$ cat src/rtl/water_tank_pkg.sv
// Shared level codes, FSM state encodings and probe-pattern helpers for tank level logic.
// Latency: none (declarations and pure functions only).
// Backpressure: not applicable.
package water_tank_pkg;

  // Committed level codes, also consumed by the LED-matrix level decoders.
  localparam logic [1:0] LEVEL_EMPTY = 2'b11;
  localparam logic [1:0] LEVEL_LOW   = 2'b10;
  localparam logic [1:0] LEVEL_MID   = 2'b01;
  localparam logic [1:0] LEVEL_FULL  = 2'b00;

  typedef enum logic [1:0] {
    ST_STABLE   = 2'b00,
    ST_DEBOUNCE = 2'b01,
    ST_FAULT    = 2'b10
  } state_t;

  // Probes are stacked low->mid->high, so a physically possible pattern is a thermometer code.
  function automatic logic pattern_valid(input logic [2:0] p);
    logic v;
    v = 1'b0;
    case (p)
      3'b000, 3'b001, 3'b011, 3'b111: v = 1'b1;
      default:                        v = 1'b0;
    endcase
    return v;
  endfunction

  function automatic logic [1:0] pattern_code(input logic [2:0] p);
    logic [1:0] c;
    c = LEVEL_EMPTY;
    case (p)
      3'b001:  c = LEVEL_LOW;
      3'b011:  c = LEVEL_MID;
      3'b111:  c = LEVEL_FULL;
      default: c = LEVEL_EMPTY;
    endcase
    return c;
  endfunction

endpackage

$ cat src/rtl/sync_2ff.sv
// Two-flop synchronizer bringing asynchronous inputs into the clk domain.
// Latency: 2 cycles. Backpressure: none, samples every cycle.
// Ports: clk, rst_n (sync, active-low), d_i (async input bus), q_o (synchronized bus).
module sync_2ff #(
  parameter int unsigned WIDTH = 1
) (
  input  logic             clk,
  input  logic             rst_n,
  input  logic [WIDTH-1:0] d_i,
  output logic [WIDTH-1:0] q_o
);

  logic [WIDTH-1:0] meta_q;
  logic [WIDTH-1:0] sync_q;

  always_ff @(posedge clk) begin
    if (!rst_n) begin
      meta_q <= '0;
      sync_q <= '0;
    end else begin
      meta_q <= d_i;
      sync_q <= meta_q;
    end
  end

  assign q_o = sync_q;

endmodule

$ cat src/rtl/water_tank_level_encoder.sv
// Debounces three tank probes and encodes them into a 2-bit level code with fault flag.
// Latency: a change stable before edge k is visible after edge k+2+DEBOUNCE_CYCLES.
// Backpressure: none; outputs are registered levels plus a one-cycle change pulse.
// Ports: clk, rst_n (sync, active-low), level_sensors[2:0] (async probes, 1 = wet),
//        tank_level_status[1:0], level_changed (pulse), sensor_fault (level).
module water_tank_level_encoder
  import water_tank_pkg::*;
#(
  parameter int unsigned DEBOUNCE_CYCLES = 4
) (
  input  logic       clk,
  input  logic       rst_n,
  input  logic [2:0] level_sensors,
  output logic [1:0] tank_level_status,
  output logic       level_changed,
  output logic       sensor_fault
);

  // The latching edge counts as the first sighting, so commit fires when the
  // counter has already advanced DEBOUNCE_CYCLES-1 times.
  localparam logic [7:0] CNT_LAST = 8'(DEBOUNCE_CYCLES - 1);

  logic [2:0] sample;
  state_t     state_q;
  logic [2:0] committed_q;
  logic [2:0] cand_q;
  logic [7:0] cnt_q;
  logic [1:0] status_q;
  logic       changed_q;
  logic       fault_q;

  logic       cand_valid;
  logic [1:0] cand_code;
  logic       committed_valid;

  sync_2ff #(.WIDTH(3)) u_sync (
    .clk   (clk),
    .rst_n (rst_n),
    .d_i   (level_sensors),
    .q_o   (sample)
  );

  assign cand_valid      = pattern_valid(cand_q);
  assign cand_code       = pattern_code(cand_q);
  assign committed_valid = pattern_valid(committed_q);

  always_ff @(posedge clk) begin
    if (!rst_n) begin
      state_q     <= ST_STABLE;
      committed_q <= 3'b000;
      cand_q      <= 3'b000;
      cnt_q       <= 8'd0;
      status_q    <= LEVEL_EMPTY;
      changed_q   <= 1'b0;
      fault_q     <= 1'b0;
    end else begin
      changed_q <= 1'b0;
      unique case (state_q)
        // FAULT tracks its committed invalid pattern exactly like STABLE does.
        ST_STABLE, ST_FAULT: begin
          if (sample != committed_q) begin
            cand_q  <= sample;
            cnt_q   <= 8'd0;
            state_q <= ST_DEBOUNCE;
          end
        end
        ST_DEBOUNCE: begin
          if (sample == committed_q) begin
            // Glitch died out before commit: drop the candidate silently.
            state_q <= committed_valid ? ST_STABLE : ST_FAULT;
          end else if (sample != cand_q) begin
            cand_q <= sample;
            cnt_q  <= 8'd0;
          end else if (cnt_q >= CNT_LAST) begin
            committed_q <= cand_q;
            if (cand_valid) begin
              status_q  <= cand_code;
              changed_q <= (cand_code != status_q);
              fault_q   <= 1'b0;
              state_q   <= ST_STABLE;
            end else begin
              // Status keeps the last good level so consumers never see a bogus code.
              fault_q <= 1'b1;
              state_q <= ST_FAULT;
            end
          end else if (cnt_q != 8'hFF) begin
            cnt_q <= cnt_q + 8'd1;
          end
        end
        default: state_q <= ST_STABLE;
      endcase
    end
  end

  assign tank_level_status = status_q;
  assign level_changed     = changed_q;
  assign sensor_fault      = fault_q;

endmodule

$ cat config.mk
export PLATFORM = sky130hd
export DESIGN_NAME = water_tank_level_encoder
export DESIGN_NICKNAME = d
export VERILOG_FILES = /design/src/rtl/water_tank_pkg.sv /design/src/rtl/sync_2ff.sv /design/src/rtl/water_tank_level_encoder.sv
export SDC_FILE = /design/constraint.sdc
export NUM_CORES = 1
export LEC_CHECK = 0
export CAP_MARGIN = 40
export CORE_ASPECT_RATIO = 0.7
export CORE_MARGIN = 1.5
export CORE_UTILIZATION = 30
export CTS_BUF_LIST = sky130_fd_sc_hd__clkbuf_16
export DETAILED_ROUTE_END_ITERATION = 8
export SETUP_SLACK_MARGIN = 0.1
export SYNTH_ARGS = -nofsm -noshare
export SYNTH_HDL_FRONTEND = slang
export SYNTH_SLANG_ARGS = --single-unit
$ cat constraint.sdc
create_clock -name clk -period 2.13 [get_ports clk]
set_input_delay 0.3195 -clock clk [delete_from_list [all_inputs] [get_ports clk]]
set_output_delay 0.3195 -clock clk [all_outputs]
set_load 0.01 [all_outputs]
==> reports/qor.txt <==
result of the run = completed
initial core utilization = 0.326
Final Non-Filler Cells = 185
placed wire-length estimate after detailed placement = 1.57 mm
IR Drop Worst-Case VDD = 416 uV
number of placed instances, taps included = 181
WL per Instance = 11.8 um
worst hold path endpoint = u_sync.q_o[2]$_SDFF_PN0_
Power Total = 1110 uW
antenna violations before repair = 0
Core Util, Final = 0.392
max-cap violations = 0
drt drc = 0
number of instances in the synthesized netlist = 124
Post-Syn Nets = 130
via density per instance = 4.68
global-route usage over all layers = 0.106
measured slew at the worst slew-check pin = 0.451 ns
clock buffer depth = 2
pwr/cell area = 775 nW/um^2
final hold slack = 0.436 ns
Detailed Route WL = 2.18 mm
Worst Path Class, Setup = flop to flop
setup_tns = 0 ns
multi-input combinational cell area = 621 um^2
layout cells sized above 1 = 0.126
terminus of the critical flop-to-flop path = committed_q[2]$_SDFFE_PN0P_
proportion of synthesized chip area in sequential cells = 0.435
CTS Hold Buffers Added = 0
Die Span X = 78.5 um
Clock Root Buffer = sky130_fd_sc_hd__clkbuf_16
reg2reg start = cand_q[1]$_SDFFE_PN0P_
CTS tree = built
die outline area = 4390 um^2
Area growth syn-to-layout = 20.1%
average cell area after synthesis = 9.66 um^2
Worst Hold Path Cells = 1
Arr. time, crit path = 2.02 ns
sequential cell area = 520 um^2
Port Buffers = 8
total number of nets in the final design = 142
combined area of all synthesized cells = 1200 um^2
routability-driven placement congestion ratio = 0.788
setup repair bufs after CTS = 0
setup repair after global routing missed its margin = false
Final setup violation count = 0
Ports = 9
number of iterations in the first detailed-routing pass = 4
first-iteration detailed-routing DRC count = 58
global-route wire length before repair = 3.66 mm
Filler cells = 352
total number of vias = 866
Clk Latency, worst-skew pair = 0.26 ns
number of levels in the clock H-tree = 1
flip-flop and latch count after synthesis = 26
clock edge transition at the registers on the reported setup and hold paths = 0.06 ns
warnings from Yosys = 0
pin count of the biggest net entering global routing = 19
launch point of the worst hold path = u_sync.meta_q[2]$_SDFF_PN0_
row count = 18
endpoints failing hold = 0
final max-slew violation count = 0
post-layout min period = 1.87 ns
Peak Freq = 535 MHz
Worst Setup End Kind = flop
Startpoint Class = flop
core area = 3670 um^2
WP data required = 2.28 ns
final worst-path cycle share = 0.877
diode insertion count for antenna repair = 0
antenna viol nets, final = 0
Clock Sinks = 26
count of distinct cell types in the synthesized netlist = 36
number of gates resized after cts = 0
DIE HEIGHT = 55.9 um
CP max FO = 11
static leakage power = 0.000526 uW
grt total ovfl = 0
slack of the worst reg-to-reg path = 0.26 ns
cts bufs inserted = 3
r2r worst-path depth = 6
class of the worst hold path = flop to flop
vias in the first global route = 772
skew final = 0.00254 ns
Worst slew margin = 0.699
## cell usage after synthesis
cell,instances,share of area
sky130_fd_sc_hd__clkbuf_1,3,0.0094
sky130_fd_sc_hd__a221oi_4,1,0.022
sky130_fd_sc_hd__and3_4,1,0.0094
sky130_fd_sc_hd__o211ai_1,1,0.0063
sky130_fd_sc_hd__nand2b_1,1,0.0052
sky130_fd_sc_hd__o21ai_1,4,0.017
sky130_fd_sc_hd__and4_1,2,0.015
sky130_fd_sc_hd__nor2_1,7,0.022
sky130_fd_sc_hd__inv_1,3,0.0094
sky130_fd_sc_hd__nor3_1,2,0.0084
sky130_fd_sc_hd__nand3_1,4,0.017
sky130_fd_sc_hd__ha_1,1,0.010
sky130_fd_sc_hd__a21oi_1,4,0.017
sky130_fd_sc_hd__nor3b_4,1,0.016
sky130_fd_sc_hd__a21boi_1,1,0.0063
sky130_fd_sc_hd__dfxtp_1,26,0.43
sky130_fd_sc_hd__o21ai_0,3,0.013
sky130_fd_sc_hd__a21oi_2,1,0.0073
sky130_fd_sc_hd__nor4_2,1,0.010
sky130_fd_sc_hd__mux2i_1,4,0.033
sky130_fd_sc_hd__and3_1,4,0.021
sky130_fd_sc_hd__a21o_1,1,0.0063
sky130_fd_sc_hd__a31oi_1,3,0.016
sky130_fd_sc_hd__a41oi_1,2,0.015
sky130_fd_sc_hd__o21a_1,2,0.013
sky130_fd_sc_hd__nor2b_1,6,0.031
sky130_fd_sc_hd__xnor2_2,2,0.027
sky130_fd_sc_hd__o41ai_2,1,0.014
sky130_fd_sc_hd__nand2_1,11,0.034
sky130_fd_sc_hd__and2b_1,1,0.0063
sky130_fd_sc_hd__and2_1,8,0.042
sky130_fd_sc_hd__nor3b_1,1,0.0063
sky130_fd_sc_hd__buf_6,3,0.028
sky130_fd_sc_hd__nand4_1,3,0.016
sky130_fd_sc_hd__xnor2_1,4,0.029
sky130_fd_sc_hd__a221o_1,1,0.0084
## critical path, cell delays in order (launching register included)
cell and delay (ns):
sky130_fd_sc_hd__dfxtp_1 0.53, sky130_fd_sc_hd__xnor2_1 0.21, sky130_fd_sc_hd__nand4_1 0.20, sky130_fd_sc_hd__nor3b_4 0.37
sky130_fd_sc_hd__buf_4 0.21, sky130_fd_sc_hd__mux2i_1 0.19, sky130_fd_sc_hd__nor2b_1 0.06
## where the power goes
group / internal (uW) / switching (uW) / leakage [uW]
Sequential: 495 / 8.36 / 0.000211
Clock: 374 / 163 / 0.0000511
Combinational: 34.8 / 39.4 / 0.000263
## how the worst max path moves through the flow
stage | from | slack [ns] | depth (start not counted) | to
floorplan | cand_q[0]$_SDFFE_PN0P_ | 0.53 | 7 | tank_level_status[1]$_SDFFE_PN1P_
global placement | cand_q[1]$_SDFFE_PN0P_ | 0.35 | 6 | committed_q[2]$_SDFFE_PN0P_
detailed placement | cand_q[1]$_SDFFE_PN0P_ | 0.28 | 6 | committed_q[2]$_SDFFE_PN0P_
CTS | cand_q[1]$_SDFFE_PN0P_ | 0.25 | 6 | committed_q[2]$_SDFFE_PN0P_
global route | cand_q[1]$_SDFFE_PN0P_ | 0.13 | 6 | committed_q[1]$_SDFFE_PN0P_
finish | cand_q[1]$_SDFFE_PN0P_ | 0.26 | 6 | committed_q[2]$_SDFFE_PN0P_
## through the flow
stage | instance area, um^2 | worst slack, ns
CTS | 1440 | 0.254
global route | 1440 | 0.129
floorplan | 1200 | 0.528
finish | 1440 | 0.263
global placement | 1330 | 0.348
detailed placement | 1330 | 0.285
## cells by family (layout without fill, tap and decap cells)
kind of cell | Yosys count | in the layout | share of synthesized area
adder cells (fa/ha/maj) | 1 | 1 | 0.0104
XOR/XNOR | 6 | 6 | 0.0564
flip-flops | 26 | 26 | 0.435
multiplexers | 4 | 4 | 0.0334
AO/OA/AOI/OAI | 25 | 25 | 0.159
AND/OR/NAND/NOR | 53 | 53 | 0.259
buffers and inverters | 9 | 20 | 0.0470
## state kept, by name, indices dropped and copies added, names as in the netlist
register,cells
cand_q,3
cnt_q,8
committed_q,3
level_changed,1
sensor_fault,1
state_q,2
tank_level_status,2
u_sync.meta_q,3
u_sync.q_o,3
## layer usage
metal	GRT usage	wire length, um	part of all wire
met4	0.0153	0	0
met3	0.0393	70	0.032
met1	0.156	1180	0.54
met2	0.148	925	0.42
met5	0	0	0
## layout make-up
cell class                 instances  area share
clock buffer                       3      0.0522
clock inverter                     1      0.0209
inverter                           3     0.00783
multi-input combinational         89       0.432
sequential                        26       0.362
tap                               50      0.0435
timing repair buffer              13      0.0818
## layout by cell type (no fill, tap or decap), drive strengths merged, types with 4 or more instances in the layout
cell,instances
dfxtp,26
buf,5
mux2i,4
xnor2,6
nor2,7
a21oi,5
o21ai,7
nand2,11
and3,5
clkdlybuf4s50,8
nand3,4
nor2b,6
and2,8
No activity file was read; power rests on OpenSTA's default activity.
